### config.mk
export PLATFORM = sky130hd
export DESIGN_NAME = fp_normalize_round_flat
export DESIGN_NICKNAME = d
export VERILOG_FILES = /design/src/rtl/fp_normalize_round_if.sv /design/src/rtl/fp_normalize_round.sv /design/src/flat_wrapper.sv
export SDC_FILE = /design/constraint.sdc
export NUM_CORES = 1
export LEC_CHECK = 0
export ABC_AREA = 1
export CAP_MARGIN = 20
export CORE_ASPECT_RATIO = 0.5
export CORE_UTILIZATION = 45
export DETAILED_ROUTE_END_ITERATION = 6
export SETUP_SLACK_MARGIN = 0.3
export SYNTH_ARGS = -nofsm -noshare
export SYNTH_HDL_FRONTEND = slang
export SYNTH_SLANG_ARGS = --single-unit
### constraint.sdc
create_clock -name clkIn -period 5.1 [get_ports clkIn]
set_input_delay 0.51 -clock clkIn [delete_from_list [all_inputs] [get_ports clkIn]]
set_output_delay 0.51 -clock clkIn [all_outputs]
set_load 0.02 [all_outputs]
### src/rtl/fp_normalize_round_if.sv
// Result bus between the add/multiply cores and the normalize/round/pack back end.
interface fp_normalize_round_if #(
    parameter int FRAC_WIDTH = 24,
    parameter int EXP_WIDTH  = 8
);
    logic                              validIn;
    logic                              signIn;
    logic signed [EXP_WIDTH+1:0]       expIn;
    logic [FRAC_WIDTH+2:0]             mantIn;
    logic [1:0]                        specialIn;
    logic [EXP_WIDTH+FRAC_WIDTH-1:0]   dataOut;
    logic                              validOut;

    modport master (output validIn, signIn, expIn, mantIn, specialIn,
                    input  dataOut, validOut);
    modport slave  (input  validIn, signIn, expIn, mantIn, specialIn,
                    output dataOut, validOut);
endinterface

### src/rtl/fp_normalize_round.sv
// Normalize, round-to-nearest-even and pack an unnormalized FP result.
// Input register, normalize, round, pack: validOut three edges after capture.
module fp_normalize_round #(
    parameter int FRAC_WIDTH = 24,
    parameter int EXP_WIDTH  = 8
) (
    input  logic                clkIn,
    input  logic                rstIn,
    fp_normalize_round_if.slave bus
);
    localparam int MW = FRAC_WIDTH + 3;
    localparam int NW = FRAC_WIDTH + 2;
    localparam int XW = EXP_WIDTH + 3;
    localparam int LW = $clog2(MW);
    localparam int DW = EXP_WIDTH + FRAC_WIDTH;
    localparam logic signed [XW-1:0] EMAX_X = XW'((1 << EXP_WIDTH) - 1);
    localparam logic signed [XW-1:0] ZERO_X = '0;

    // One extra exponent bit keeps shifts and round carries from wrapping.
    logic [3:0]                vld_q;
    logic                      in_sign_q, s1_sign_q, s2_sign_q;
    logic signed [XW-1:0]      in_exp_q, s1_exp_q, s2_exp_q;
    logic [MW-1:0]             in_mant_q;
    logic [1:0]                in_spec_q, s1_spec_q, s2_spec_q;
    logic [NW-1:0]             s1_mant_q;
    logic [FRAC_WIDTH-2:0]     s2_frac_q;
    logic [DW-1:0]             data_q;

    logic [LW-1:0]             lz_d;
    logic [NW-1:0]             norm_mant_d;
    logic signed [XW-1:0]      norm_exp_d;
    logic [1:0]                norm_spec_d;
    logic                      round_up_d;
    logic [FRAC_WIDTH:0]       sum_d;
    logic signed [XW-1:0]      rnd_exp_d;
    logic [DW-1:0]             pack_d;

    always_comb begin
        lz_d = LW'(NW);
        for (int i = 0; i < NW; i++)
            if (in_mant_q[i]) lz_d = LW'(NW - 1 - i);
        if (in_mant_q[MW-1]) begin
            norm_mant_d = {in_mant_q[MW-1:2], in_mant_q[1] | in_mant_q[0]};
            norm_exp_d  = in_exp_q + XW'(1);
        end else begin
            norm_mant_d = in_mant_q[NW-1:0] << lz_d;
            norm_exp_d  = in_exp_q - XW'(lz_d);
        end
        norm_spec_d = in_spec_q;
        if (in_spec_q == 2'b00 && in_mant_q == '0) norm_spec_d = 2'b01;
    end

    always_comb begin
        round_up_d = s1_mant_q[1] & (s1_mant_q[0] | s1_mant_q[2]);
        sum_d      = {1'b0, s1_mant_q[NW-1:2]} + (FRAC_WIDTH+1)'(round_up_d);
        rnd_exp_d  = s1_exp_q + XW'(sum_d[FRAC_WIDTH]);
    end

    always_comb begin
        pack_d = {s2_sign_q, s2_exp_q[EXP_WIDTH-1:0], s2_frac_q};
        case (s2_spec_q)
            2'b11:   pack_d = {1'b0, {EXP_WIDTH{1'b1}}, 1'b1, {(FRAC_WIDTH-2){1'b0}}};
            2'b10:   pack_d = {s2_sign_q, {EXP_WIDTH{1'b1}}, {(FRAC_WIDTH-1){1'b0}}};
            2'b01:   pack_d = {s2_sign_q, {(DW-1){1'b0}}};
            default: begin
                if (s2_exp_q >= EMAX_X)
                    pack_d = {s2_sign_q, {EXP_WIDTH{1'b1}}, {(FRAC_WIDTH-1){1'b0}}};
                else if (s2_exp_q <= ZERO_X)
                    pack_d = {s2_sign_q, {(DW-1){1'b0}}};
            end
        endcase
    end

    always_ff @(posedge clkIn) begin
        if (rstIn) begin
            vld_q     <= '0;
            data_q    <= '0;
            in_sign_q <= 1'b0;
            in_exp_q  <= '0;
            in_mant_q <= '0;
            in_spec_q <= '0;
            s1_sign_q <= 1'b0;
            s1_exp_q  <= '0;
            s1_mant_q <= '0;
            s1_spec_q <= '0;
            s2_sign_q <= 1'b0;
            s2_exp_q  <= '0;
            s2_frac_q <= '0;
            s2_spec_q <= '0;
        end else begin
            vld_q <= {vld_q[2:0], bus.validIn};
            if (bus.validIn) begin
                in_sign_q <= bus.signIn;
                in_exp_q  <= {bus.expIn[EXP_WIDTH+1], bus.expIn};
                in_mant_q <= bus.mantIn;
                in_spec_q <= bus.specialIn;
            end
            if (vld_q[0]) begin
                s1_sign_q <= in_sign_q;
                s1_exp_q  <= norm_exp_d;
                s1_mant_q <= norm_mant_d;
                s1_spec_q <= norm_spec_d;
            end
            if (vld_q[1]) begin
                s2_sign_q <= s1_sign_q;
                s2_exp_q  <= rnd_exp_d;
                s2_frac_q <= sum_d[FRAC_WIDTH-2:0];
                s2_spec_q <= s1_spec_q;
            end
            if (vld_q[2]) data_q <= pack_d;
        end
    end

    assign bus.dataOut  = data_q;
    assign bus.validOut = vld_q[3];
endmodule

### src/flat_wrapper.sv
// flat-port wrapper written by rule: the top's interface ports become plain ports
module fp_normalize_round_flat 
#(
    parameter int FRAC_WIDTH = 24,
    parameter int EXP_WIDTH  = 8
)
  (clkIn, rstIn, bus_validIn, bus_signIn, bus_expIn, bus_mantIn, bus_specialIn, bus_dataOut, bus_validOut);
  fp_normalize_round_if #(.FRAC_WIDTH(FRAC_WIDTH), .EXP_WIDTH(EXP_WIDTH)) bus_i ();
  input  logic clkIn;
  input  logic rstIn;
  input wire logic [$bits(bus_i.validIn)-1:0] bus_validIn;
  input wire logic [$bits(bus_i.signIn)-1:0] bus_signIn;
  input wire logic [$bits(bus_i.expIn)-1:0] bus_expIn;
  input wire logic [$bits(bus_i.mantIn)-1:0] bus_mantIn;
  input wire logic [$bits(bus_i.specialIn)-1:0] bus_specialIn;
  output wire logic [$bits(bus_i.dataOut)-1:0] bus_dataOut;
  output wire logic [$bits(bus_i.validOut)-1:0] bus_validOut;
  assign bus_i.validIn = bus_validIn;
  assign bus_i.signIn = bus_signIn;
  assign bus_i.expIn = bus_expIn;
  assign bus_i.mantIn = bus_mantIn;
  assign bus_i.specialIn = bus_specialIn;
  assign bus_dataOut = bus_i.dataOut;
  assign bus_validOut = bus_i.validOut;
  fp_normalize_round #(.FRAC_WIDTH(FRAC_WIDTH), .EXP_WIDTH(EXP_WIDTH)) u_core (.clkIn(clkIn), .rstIn(rstIn), .bus(bus_i));
endmodule
Word level (Yosys, flattened, before mapping)

Cells that the tools add are included.

Output and inout port bits: 33
Register bits after elaboration: 153
Word-level logic and storage cells: 62
Input port bits: 43

Mux-type cells: 32
Bitwise logic cells: 3
Reduce and logical (&&, ||, !) cells: 3
Order comparisons: 2
Eq/ne operators: 3
Shift operators: 1
Add/subtract/negate cells: 4

Operators by type and width:

| kind                                                                                  | number |
|---|---|
| 32-bit one-hot mux with 3 select lines                                                | 1 |
| 5-bit 2-to-1 mux                                                                      | 16 |
| 31-bit 2-to-1 mux                                                                     | 2 |
| 4-bit 2-to-1 mux                                                                      | 8 |
| 27-bit zero test                                                                      | 1 |
| 26-bit 2-to-1 mux                                                                     | 1 |
| 26-bit by 5-bit << shifter with 26-bit output                                         | 1 |
| 24-bit by 1-bit adder with 25-bit output                                              | 1 |
| 10-bit by 2-bit adder with 11-bit output (second input constant)                      | 1 |
| 11-bit by 1-bit adder with 11-bit output                                              | 1 |
| 11-bit by 9-bit greater-or-equal comparator with 1-bit output (second input constant) | 1 |
| 11-bit by 1-bit less-or-equal comparator with 1-bit output (second input constant)    | 1 |
| 11-bit 2-to-1 mux                                                                     | 1 |
| 10-bit by 6-bit subtractor with 11-bit output                                         | 1 |
| 2-bit 2-to-1 mux                                                                      | 3 |
| 2-bit equality test (second input constant)                                           | 2 |
| 2-bit by 1-bit equality test with 1-bit output (second input constant)                | 1 |
| 2-bit zero test                                                                       | 1 |
| 1-bit OR                                                                              | 2 |
| 1-bit bitwise AND                                                                     | 1 |
| 1-bit logical AND                                                                     | 1 |

Logic depth before layout (Yosys ltp)

Gate-level depths: netlist of the first run.

Depth in word-level cells: 28
Mapped depth: 44

Worst setup path after synthesis of the first run

OpenSTA, ideal clock, no wires.

Path kind: flip-flop to flip-flop
Start point: reg u_core.in_mant_q[0]
End point: reg u_core.s1_exp_q[10]
Path buffers: 1
Required time: 4.974 ns
Data arrival time: 3.808 ns
Cell stages (with the launch flop): 32
Library setup time: 0.126 ns
Setup slack: 1.167 ns
Clock period less this slack: 3.933 ns
Path through: dfxtp_1 > inv_2 > nand2_1 > a21oi_1 > o21ai_1 > a21oi_1 > o21ai_1 > nand2_1 > nand2_1 > a21oi_4 > clkinv_1 > clkbuf_1 > ha_1 > nand2_1 > nor2_1 > ha_1 > inv_1 > nor2_1 > ha_1 > a21oi_1 > inv_1 > a21oi_1 > nor2_1 > nor2_1 > inv_1 > a21oi_1 > nor2_1 > nor2_1 > nor2_1 > nor2_1 > xor2_1 > a21oi_1

Cells in the longest elaborated chain, start to end: 28

RTL lines:

| element                                       | line                      | source |
|---|---|---|
| start: declaration                            | fp_normalize_round.sv:23  | `logic [MW-1:0] in_mant_q;` |
| start signal: assignment                      | fp_normalize_round.sv:95  | `in_mant_q <= bus.mantIn;` |
| 2-bit 2-to-1 mux (2 in series)                | fp_normalize_round.sv:41  | `if (in_mant_q[i]) lz_d = LW'(NW - 1 - i);` |
| 4-bit 2-to-1 mux (8 in series)                | fp_normalize_round.sv:41  |  |
| 5-bit 2-to-1 mux (16 in series)               | fp_normalize_round.sv:41  |  |
| 10-bit by 6-bit subtractor with 11-bit output | fp_normalize_round.sv:47  | `norm_exp_d = in_exp_q - XW'(lz_d);` |
| 11-bit 2-to-1 mux                             | fp_normalize_round.sv:42  | `if (in_mant_q[MW-1]) begin` |
| end signal: assignment                        | fp_normalize_round.sv:100 | `s1_exp_q <= norm_exp_d;` |
| end: declaration                              | fp_normalize_round.sv:22  | `logic signed [XW-1:0] in_exp_q, s1_exp_q, s2_exp_q;` |

Every way passes these cells.
A chain may end at the register's enable or synchronous reset.

Worst setup path after layout of the first run

Start point: reg u_core.s1_mant_q[2]
End point: reg u_core.s2_exp_q[10]

Cells in the longest elaborated chain, start to end: 4

RTL lines:

| element                                    | line                      | source |
|---|---|---|
| start: declaration                         | fp_normalize_round.sv:25  | `logic [NW-1:0] s1_mant_q;` |
| start signal: assignment                   | fp_normalize_round.sv:101 | `s1_mant_q <= norm_mant_d;` |
| 1-bit OR                                   | fp_normalize_round.sv:54  | `round_up_d = s1_mant_q[1] & (s1_mant_q[0] \| s1_mant_q[2]);` |
| 1-bit bitwise AND                          | fp_normalize_round.sv:54  |  |
| 24-bit by 1-bit adder with 25-bit output * | fp_normalize_round.sv:55  | `sum_d = {1'b0, s1_mant_q[NW-1:2]} + (FRAC_WIDTH+1)'(round_up_d);` |
| 11-bit by 1-bit adder with 11-bit output * | fp_normalize_round.sv:56  | `rnd_exp_d = s1_exp_q + XW'(sum_d[FRAC_WIDTH]);` |
| end signal: assignment                     | fp_normalize_round.sv:106 | `s2_exp_q <= rnd_exp_d;` |
| end: declaration                           | fp_normalize_round.sv:22  |  |

Mark *: on every way between the ends. The rest lies on a longest branch, timed or not.

==> results by group, run 1 <==
Detailed routing
  – Routed wire length: 24,760 µm
  – TritonRoute pass-1 iters: 5
  – Vias post-DR: 8,251
  – Drt drc: 0
  – Post-DR wirelength/cell: 16.04 µm
  – Initial DRC count: 619
  – Via/cell ratio: 5.347
  – DRT antenna net count: 0

Critical path
  – Critical R2R Launch: u_core.s1_mant_q[2]$_SDFFE_PP0P_
  – Crit path capture: u_core.s2_exp_q[10]$_SDFFE_PP0P_
  – Crit path kind: flop to flop
  – Crit path DAT: 4.54 ns
  – Crit-path slowest cell: dfxtp_1
  – WP depth: 23
  – Crit-path max FO: 3
  – Worst path top cell family by delay: simple AND/OR/NAND/NOR gates
  – R2R Setup Slk: 0.88 ns
  – Worst Setup End Kind: flop
  – Reg2Reg Depth: 23
  – Worst Path Buf+Inv: 1
  – Critical Path RT: 5.43 ns
  – Crit-path cells: o21a_1 > ha_1 > ha_1 > nand3_1 > nor3_1 > nand3_1 > nor3_1 > nand4_1 > nor2_1 > nand4_1 > nor2_1 > nand4_1 > nor3b_1 > ha_1 > ha_1 > nand3_1 > nor2_1 > nand2_1 > nor3_1 > nand3_1 > xnor2_1 > o21ai_0 > inv_1
  – Startpoint types: flop
  – FF-to-FF End: u_core.s2_exp_q[10]$_SDFFE_PP0P_
  – Crit path from: u_core.s1_mant_q[2]$_SDFFE_PP0P_
  – Crit path largest cell delay: 0.36 ns

Global routing
  – Antenna violations before repair: 0
  – First-pass GRT wire length: 40,220 µm
  – Vias in the first global route: 7,567
  – GRT Total Usage: 0.2677
  – Largest net degree at the start of global routing: 79
  – GRT overflow: 0

Final layout
  – Antenna diodes: 0
  – Share of cells above drive strength 1: 0.05348
  – Layout net count: 1,356
  – Final Util: 0.5566
  – Area Growth Syn to Fin: 18.89%

Timing
  – Final setup vio count: 0
  – Max_slew headroom: 0.3242
  – Final slew viol count: 0
  – Max Freq: 237.2 MHz
  – Hold Fails Final Rpt: 0
  – RSZ-0062 raised after global routing: no
  – Final min period: 4.216 ns
  – Fin worst setup slack: 0.8840 ns
  – Worst hold slack: 0.4791 ns
  – Worst Tran Pin Value: 1.012 ns
  – Final setup TNS: 0 ns
  – Final clock skew: 0.01002 ns
  – Period utilization: 0.8267

Synth
  – Post-synthesis sequential area ratio: 0.3697
  – Syn avg cell area: 6.617 µm²
  – Seq cells post-synth: 153
  – Yosys warning total: 0
  – Syn nets: 1,312
  – Cell variety after synth: 40
  – Synth Cell Area: 8284 µm²
  – Post-Syn Instances: 1,252

Clock network
  – CTS tree: built
  – CTS buffer count: 17
  – Clock transition at path regs: 0.07 ns
  – Clock Path Buffers: 2
  – Hold Buf Count CTS: 0
  – H-Tree Depth: 4
  – Root buf cell: clkbuf_16
  – Clock Sinks: 153
  – Clk_lat worst skew: 0.43 ns

Power and ir drop
  – Total power: 0.003479 W
  – Leakage power total: 4.485 nW
  – PwrDens: 353.2 nW/µm²
  – Peak supply drop: 0.2543 mV

Placed design
  – Dpl hpwl: 17,720 µm
  – Place WS: 0.7814 ns
  – Routability Congestion: 0.9253
  – PortBufs: 75

Flow run
  – Max-Cap Viols: 0

Die
  – Starting Density: 0.4681
  – Die Y: 97.94 µm
  – Area of the core: 17,700 µm²
  – Die Wd: 193.9 µm
  – Rows: 34
  – Top-level port count: 76
  – Die Area: 18,990 µm²

Hold path
  – Worst min-delay path category: flop to flop

Run status
  – Status: completed
==> per-stage QoR <==
stage               instances  cell area [µm²]
CTS                      1540             9782
global placement         1508             9181
detailed placement       1508             9181
global route             1543             9849
floorplan                1252             8284
finish                   1543             9849
==> cell usage in the layout, fill, tap and decap left out, types with 2 or more instances in the layout <==
| cell type | n |
|---|---|
| nand2_1 | 196 |
| o21ai_0 | 160 |
| dfxtp_1 | 152 |
| nor2_1 | 150 |
| a21oi_1 | 141 |
| nand3_1 | 129 |
| inv_1 | 121 |
| clkdlybuf4s50_1 | 75 |
| xor2_1 | 31 |
| buf_4 | 20 |
| nand4_1 | 18 |
| clkbuf_16 | 17 |
| ha_1 | 15 |
| nor3_1 | 9 |
| xnor2_1 | 8 |
| clkinv_1 | 7 |
| nor4_1 | 7 |
| o21ai_1 | 5 |
| inv_6 | 5 |
| inv_2 | 4 |
| clkinvlp_4 | 4 |
| bufinv_16 | 3 |
| clkbuf_1 | 3 |
| nand2_2 | 2 |
| a31oi_1 | 2 |
| nand2_4 | 2 |
| a21oi_2 | 2 |
==> synthesized netlist by cell type <==
cell type | number | area share
o211ai_1 | 1 | 0.00091
a31oi_1 | 2 | 0.0015
inv_1 | 122 | 0.055
xor2_1 | 31 | 0.033
fa_1 | 1 | 0.0024
a21boi_2 | 1 | 0.0014
xnor2_1 | 8 | 0.0085
or2_2 | 1 | 0.00076
o221a_2 | 1 | 0.0014
ha_1 | 16 | 0.024
o21bai_1 | 1 | 0.00091
nor2_1 | 150 | 0.068
o31ai_1 | 1 | 0.00091
nor3b_1 | 1 | 0.00091
nand2_4 | 2 | 0.0027
nand3_1 | 129 | 0.078
o21ai_2 | 1 | 0.0011
clkinv_1 | 6 | 0.0027
buf_6 | 2 | 0.0027
inv_2 | 4 | 0.0018
dfxtp_1 | 153 | 0.37
o21ai_0 | 160 | 0.097
nand4_1 | 18 | 0.014
buf_2 | 4 | 0.0024
o22ai_1 | 1 | 0.00076
o31ai_2 | 1 | 0.0015
and2_1 | 1 | 0.00076
nor3_1 | 10 | 0.0060
and3_1 | 1 | 0.00076
buf_1 | 3 | 0.0014
a21oi_4 | 1 | 0.0020
clkbuf_1 | 62 | 0.028
nand2_1 | 196 | 0.089
a21oi_1 | 143 | 0.086
o21ai_1 | 5 | 0.0030
buf_4 | 1 | 0.00091
nand2_2 | 2 | 0.0015
o21a_1 | 1 | 0.00091
nor4_1 | 7 | 0.0053
nand3b_1 | 1 | 0.00091
==> routing by layer <==
| layer | track usage | vias to the layer above | share of wire |
|---|---|---|---|
| li1 | - | 4229 | - |
| met1 | 0.4171 | 3733 | 0.54 |
| met2 | 0.3585 | 260 | 0.37 |
| met3 | 0.06425 | 29 | 0.079 |
| met4 | 0.06838 | 0 | 0.012 |
| met5 | 0 | - | 0 |
==> flip-flops by register name, indices dropped and copies added (netlist names) <==
name / count
u_core.in_mant_q: 27
u_core.vld_q: 4
u_core.s1_sign_q: 1
u_core.in_spec_q: 2
u_core.in_sign_q: 1
u_core.s2_spec_q: 2
u_core.s2_exp_q: 11
u_core.s1_mant_q: 26
u_core.s1_spec_q: 2
u_core.s2_frac_q: 23
u_core.s1_exp_q: 11
u_core.in_exp_q: 10
u_core.s2_sign_q: 1
u_core.bus.dataOut: 32
==> area by class of cell <==
type	count	area, µm²
Clock buffer	20	436.7
Clock inverter	12	163.9
Fill cell	1785	7848
Inverter	132	495.5
Multi-Input combinational cell	895	4464
Sequential cell	153	3064
Tap cell	234	292.8
Timing Repair Buffer	97	932.1
==> where the power goes <==
part | internal (W) | total (W) | switching (W)
Sequential | 0.00127 | 0.00134 | 0.0000714
Combinational | 0.000287 | 0.000819 | 0.000532
Clock | 0.000778 | 0.00132 | 0.000542
==> worst min path at each step <==
stage                                                to  depth (start not counted)                           startpoint  slack (ns)
global route        u_core.bus.dataOut[31]$_SDFFE_PP0P_                          2        u_core.s2_sign_q$_SDFFE_PP0P_        0.51
global placement    u_core.bus.dataOut[31]$_SDFFE_PP0P_                          2  u_core.bus.dataOut[31]$_SDFFE_PP0P_        0.46
finish              u_core.bus.dataOut[31]$_SDFFE_PP0P_                          2  u_core.bus.dataOut[31]$_SDFFE_PP0P_        0.48
CTS                 u_core.bus.dataOut[31]$_SDFFE_PP0P_                          2  u_core.bus.dataOut[31]$_SDFFE_PP0P_        0.48
detailed placement  u_core.bus.dataOut[31]$_SDFFE_PP0P_                          2  u_core.bus.dataOut[31]$_SDFFE_PP0P_        0.47
floorplan             u_core.s1_mant_q[25]$_SDFFE_PP0P_                          2    u_core.s1_mant_q[25]$_SDFFE_PP0P_        0.44
==> logic make-up after synthesis <==
family | synth area share
AOI/OAI and AO/OA | 0.1992
xor gates and xnor gates | 0.04123
adders and majority gates | 0.02658
buffers and inverters | 0.09530
DFF | 0.3697
and+or+nand+nor | 0.2679
==> worst reg2reg max path: cells and delay by family, from the launching register on <==
family | cells | cell delay, ns
AND/OR/NAND/NOR | 15 | 2.55
adder cells (fa/ha/maj) | 4 | 0.75
flip-flops | 1 | 0.36
AO/OA/AOI/OAI | 2 | 0.25
XOR/XNOR | 1 | 0.14
buffers and inverters | 1 | 0.05
==> timing repair <==
action                     4_1_cts  5_1_grt
resized for setup                0        6
buffers inserted                 0        1
setup endpoints to repair        0        2
(Power assumes the default switching activity.)
==> inputs of run 2 (changes only) <==
--- a/config.mk
+++ b/config.mk
@@ -10,6 +10,7 @@
 export CORE_ASPECT_RATIO = 0.5
 export CORE_UTILIZATION = 45
 export DETAILED_ROUTE_END_ITERATION = 6
+export PLACE_DENSITY = 0.67
 export SETUP_SLACK_MARGIN = 0.3
 export SYNTH_ARGS = -nofsm -noshare
 export SYNTH_HDL_FRONTEND = slang
==> constraint.sdc (replaced) <==
create_clock -name clkIn -period 3.6 [get_ports clkIn]
set_input_delay 0.36 -clock clkIn [delete_from_list [all_inputs] [get_ports clkIn]]
set_output_delay 0.36 -clock clkIn [all_outputs]
set_load 0.02 [all_outputs]
==> results by group, run 2 (synthesis results as in run 1) <==
Timing
  – Final setup vio count: 16
  – Final slew viol count: 0
  – Max Freq: 241.4 MHz
  – Period utilization: 1.150
  – Max_slew headroom: 0.4154
  – Final clock skew: 0.01242 ns
  – Fin worst setup slack: -0.5418 ns
  – Final setup TNS: -3.645 ns
  – Hold Fails Final Rpt: 0
  – RSZ-0062 raised after global routing: yes
  – Final min period: 4.142 ns
  – Worst Tran Pin Value: 0.8695 ns
  – Worst hold slack: 0.4828 ns

Global routing
  – GRT overflow: 0
  – Vias in the first global route: 8,316
  – First-pass GRT wire length: 44,300 µm
  – GRT Total Usage: 0.2924
  – Largest net degree at the start of global routing: 57
  – Antenna violations before repair: 0

Final layout
  – Share of cells above drive strength 1: 0.1735
  – Highest-count cells in the layout ignoring fill and taps: nand2_1, dfxtp_1, nor2_1
  – Layout net count: 1,482
  – Area Growth Syn to Fin: 36.82%
  – Most common cell after layout, fill and taps aside: nand2_1
  – Max reg flops: 32
  – Antenna diodes: 0

Placed design
  – Place WS: -0.4271 ns
  – PortBufs: 75
  – Routability Congestion: 0.9255
  – Dpl hpwl: 18,310 µm

Run status
  – Status: complete, but fails checks
  – Failing checks: setup timing

Clock network
  – Clock Path Buffers: 2
  – H-Tree Depth: 4
  – Hold Buf Count CTS: 0
  – CTS tree: built
  – Root buf cell: clkbuf_16
  – CTS buffer count: 17
  – Clock transition at path regs: 0.07 ns
  – Clk_lat worst skew: 0.44 ns
  – Clock Sinks: 153

Die
  – Die Area: 18,990 µm²
  – Top-level port count: 76
  – Die Y: 97.94 µm
  – Die Wd: 193.9 µm
  – Area of the core: 17,700 µm²
  – Rows: 34
  – Starting Density: 0.4681

Detailed routing
  – Via/cell ratio: 5.430
  – Vias post-DR: 9,062
  – Post-DR wirelength/cell: 16.97 µm
  – DRT antenna net count: 0
  – TritonRoute pass-1 iters: 5
  – Routed wire length: 28,320 µm
  – Initial DRC count: 969
  – Drt drc: 0

Flow run
  – Max-Cap Viols: 0

Critical path
  – Startpoint types: flop
  – Crit path kind: flop to flop
  – Crit path largest cell delay: 0.34 ns
  – Critical Path RT: 3.93 ns
  – Crit-path slowest cell: dfxtp_2
  – Crit path DAT: 4.47 ns
  – Worst Setup End Kind: flop
  – CP most frequent cell: nand2_1
  – Crit-path max FO: 3

Power and ir drop
  – Peak supply drop: 0.4069 mV
  – Total power: 0.005196 W
  – PwrDens: 458.4 nW/µm²
  – Leakage power total: 5.272 nW

Hold path
  – Worst min-delay path category: flop to flop
[run 2: cell types whose count changed in the layout (fill, tap and decap cells not counted), moves of 5 or more]
| cell | previous run | this run |
|---|---|---|
| a21oi_1 | 141 | 134 |
| buf_4 | 20 | 98 |
| buf_6 | 1 | 48 |
| ha_1 | 15 | 10 |
| nand2_1 | 196 | 191 |
| nand3_1 | 129 | 123 |
| nor3_1 | 9 | 4 |
| o21ai_0 | 160 | 138 |
| o21ai_1 | 5 | 24 |
| xor2_1 | 31 | 26 |
[run 2: repair_timing]
action	in CTS	in global routing
cloned	0	1
setup buffers	60	12
endpoints found under the setup margin	14	41
pin swaps	24	34
resized for setup	74	57
[run 2: stage by stage]
step | instances | utilization | cell area, µm²
6_report | 1669 | 0.6405 | 11330
5_1_grt | 1669 | 0.6405 | 11330
4_1_cts | 1654 | 0.6184 | 10940
3_5_place_dp | 1562 | 0.5445 | 9635
3_3_place_gp | 1562 | 0.5445 | 9635
2_1_floorplan | 1252 | - | 8343
[run 2: final cells by class]
type	count	area (µm²)
fillers	1550	6362
multi-input cells	896	4832
flip-flops and latches	153	3068
repair buffers	222	2054
inverters	132	496.7
clock buffers	19	452.9
well taps	234	292.8
clock inverters	13	137.6
[run 2: final timing paths]
kind	start	to	slack [ns]	cells after the start
setup / recovery	u_core.in_mant_q[1]$_SDFFE_PP0P_	u_core.s1_exp_q[9]$_SDFFE_PP0P_	-0.54	44
hold / removal	u_core.s2_frac_q[9]$_SDFFE_PP0P_	u_core.bus.dataOut[9]$_SDFFE_PP0P_	0.48	2
setup reg to reg	u_core.in_mant_q[1]$_SDFFE_PP0P_	u_core.s1_exp_q[9]$_SDFFE_PP0P_	-0.54	44
hold reg to reg	u_core.s2_frac_q[9]$_SDFFE_PP0P_	u_core.bus.dataOut[9]$_SDFFE_PP0P_	0.48	2
[run 2: report_power, final]
| group | leakage [nW] | internal (W) | switching (W) |
|---|---|---|---|
| Clock | 0.287 | 0.00101 | 0.000819 |
| Sequential | 1.26 | 0.00180 | 0.0000982 |
| Combinational | 3.73 | 0.000590 | 0.000884 |
| Total | 5.27 | 0.00339 | 0.00180 |
[run 2: critical path, delay by kind of cell, from the launching register on]
kind | cells | cell delay [ns]
xor+xnor | 1 | 0.08
fa+ha+maj | 3 | 0.73
flops | 1 | 0.34
compound gates | 6 | 0.86
buf+inv | 7 | 0.54
simple gates | 27 | 1.48
[run 2: metal layers]
metal  up-vias  part of all wire  wire (µm)  GRT usage
met1      4170              0.51      14340     0.4567
met4         0             0.010        291    0.06471
met5         -                 0          0          0
met2       372              0.41      11480     0.4129
li1       4487                 -          -          -
met3        33             0.078       2208    0.04801
==> inputs of run 3 (changes only) <==
--- a/config.mk
+++ b/config.mk
@@ -10,7 +10,8 @@
 export CORE_ASPECT_RATIO = 0.5
 export CORE_UTILIZATION = 45
 export DETAILED_ROUTE_END_ITERATION = 6
-export PLACE_DENSITY = 0.67
+export GPL_TIMING_DRIVEN = 0
+export REMOVE_ABC_BUFFERS = 1
 export SETUP_SLACK_MARGIN = 0.3
 export SYNTH_ARGS = -nofsm -noshare
 export SYNTH_HDL_FRONTEND = slang
==> constraint.sdc (replaced) <==
create_clock -name clkIn -period 4.5 [get_ports clkIn]
set_input_delay 0.45 -clock clkIn [delete_from_list [all_inputs] [get_ports clkIn]]
set_output_delay 0.45 -clock clkIn [all_outputs]
set_load 0.02 [all_outputs]
==> results by group, run 3 (synthesis results as in run 1) <==
Detailed routing
  – Vias post-DR: 8,536
  – Routed wire length: 25,490 µm
  – Initial DRC count: 748
  – DRT antenna net count: 0
  – Drt drc: 0
  – TritonRoute pass-1 iters: 6
  – Via/cell ratio: 5.451
  – Post-DR wirelength/cell: 16.28 µm

Timing
  – Final setup vio count: 0
  – Final min period: 4.356 ns
  – Period utilization: 0.9681
  – RSZ-0062 raised after global routing: yes
  – Worst Tran Pin Value: 0.9601 ns
  – Max Freq: 229.5 MHz
  – Max_slew headroom: 0.3590
  – Worst hold slack: 0.4648 ns
  – Hold Fails Final Rpt: 0
  – Final clock skew: 0.009460 ns
  – Final slew viol count: 0

Critical path
  – Crit path largest cell delay: 0.39 ns
  – Crit path DAT: 4.65 ns
  – Crit path kind: flop to flop
  – Startpoint types: flop
  – CP most frequent cell: nor2_1
  – Worst path top cell family by delay: simple AND/OR/NAND/NOR gates
  – Worst Setup End Kind: flop
  – Worst Path Buf+Inv: 5
  – Critical Path RT: 4.80 ns
  – Crit-path max FO: 17
  – Crit-path slowest cell: clkinvlp_4

Run status
  – Status: completed

Final layout
  – Post-route design area: 10,390 µm²
  – Antenna diodes: 0
  – Share of cells above drive strength 1: 0.1096
  – Max reg flops: 32
  – Area Growth Syn to Fin: 25.37%
  – Layout net count: 1,379
  – Highest-count cells in the layout ignoring fill and taps: nand2_1, o21ai_0, nor2_1
  – Most common cell after layout, fill and taps aside: nand2_1

Die
  – Die Y: 97.94 µm
  – Rows: 34
  – Top-level port count: 76
  – Area of the core: 17,700 µm²
  – Die Wd: 193.9 µm
  – Starting Density: 0.4681
  – Die Area: 18,990 µm²

Power and ir drop
  – PwrDens: 389.8 nW/µm²
  – Peak supply drop: 0.3124 mV
  – Leakage power total: 4.667 nW

Clock network
  – CTS buffer count: 17
  – Clock transition at path regs: 0.07 ns
  – H-Tree Depth: 4
  – Clk_lat worst skew: 0.43 ns
  – Root buf cell: clkbuf_16
  – CTS tree: built
  – Hold Buf Count CTS: 0
  – Clock Sinks: 153
  – Clock Path Buffers: 2

Global routing
  – GRT overflow: 0
  – Antenna violations before repair: 0
  – Vias in the first global route: 7,676
  – Largest net degree at the start of global routing: 109
  – GRT Total Usage: 0.2707
  – First-pass GRT wire length: 40,650 µm

Placed design
  – DP Area: 9104 µm²
  – PortBufs: 75
  – Dpl hpwl: 16,750 µm
  – Routability Congestion: 0.9416

Flow run
  – Max-Cap Viols: 0

Hold path
  – Worst min-delay path category: flop to flop
==> run 3: cell types whose count changed in the layout (fill, tap and decap cells not counted), sizes merged <==
cell / previous run / this run
buf: 147 / 44
clkinv: 12 / 9
a21oi: 144 / 145
clkinvlp: 2 / 6
nand2: 201 / 200
clkdlybuf4s50: 75 / 74
==> run 3: cell type report <==
class / instances / area, µm²
timing repair buffer: 118 / 1222
clock inverter: 13 / 137.6
sequential: 153 / 3075
fill: 1747 / 7311
clock buffer: 19 / 442.9
inverter: 132 / 508.0
timing repair inverter: 1 / 5.005
multi-input combinational: 896 / 4702
tap: 234 / 292.8
==> run 3: power breakdown <==
group | switching (W) | leakage [nW] | internal, W | total [W]
registers | 0.0000800 | 1.26 | 0.00144 | 0.00152
clock network | 0.000651 | 0.272 | 0.000793 | 0.00144
logic | 0.000672 | 3.13 | 0.000415 | 0.00109
==> run 3: path summary, 6_finish.rpt <==
| check | start | end | slack (ns) | cells after the start |
|---|---|---|---|---|
| setup / recovery | u_core.in_mant_q[10]$_SDFFE_PP0P_ | u_core.s1_exp_q[10]$_SDFFE_PP0P_ | 0.14 | 29 |
| hold / removal | u_core.s1_mant_q[25]$_SDFFE_PP0P_ | u_core.s1_mant_q[25]$_SDFFE_PP0P_ | 0.46 | 2 |
| setup reg to reg | u_core.in_mant_q[10]$_SDFFE_PP0P_ | u_core.s1_exp_q[10]$_SDFFE_PP0P_ | 0.14 | 29 |
| hold reg to reg | u_core.s1_mant_q[25]$_SDFFE_PP0P_ | u_core.s1_mant_q[25]$_SDFFE_PP0P_ | 0.46 | 2 |
==> run 3: worst reg2reg max path: cells and delay by family (launching register included) <==
kind / cells / cell delay [ns]
AO/OA/AOI/OAI: 8 / 0.96
XOR/XNOR: 1 / 0.26
buffers and inverters: 5 / 0.68
AND/OR/NAND/NOR: 14 / 1.76
adder cells (fa/ha/maj): 1 / 0.22
flip-flops: 1 / 0.36
==> run 3: layer usage <==
metal	GRT usage	vias up	routed length, µm
li1	-	4275	-
met1	0.3982	3909	12440
met2	0.3971	309	10650
met3	0.05389	43	1918
met4	0.08059	0	481
met5	0	-	0
==> run 3: repair_timing <==
action	4_1_cts	5_1_grt
buffers inserted	21	13
resized for setup	28	53
setup endpoints to repair	11	9
pin swaps	18	38
gates cloned	2	0
==> run 3: metrics by stage <==
step	setup slack [ns]	util	TNS, ns	std cells	total power [W]
after floorplan	-0.01289	-	-0.01289	1180	0.002119
after global placement	-1.275	0.5105	-5.952	1489	0.002413
after detailed placement	-1.274	0.5144	-5.563	1493	0.002430
after CTS	0.1043	0.5617	0	1548	0.003938
after global routing	-0.2556	0.5869	-0.4903	1566	0.004255
final	0.1436	0.5869	0	1566	0.004048
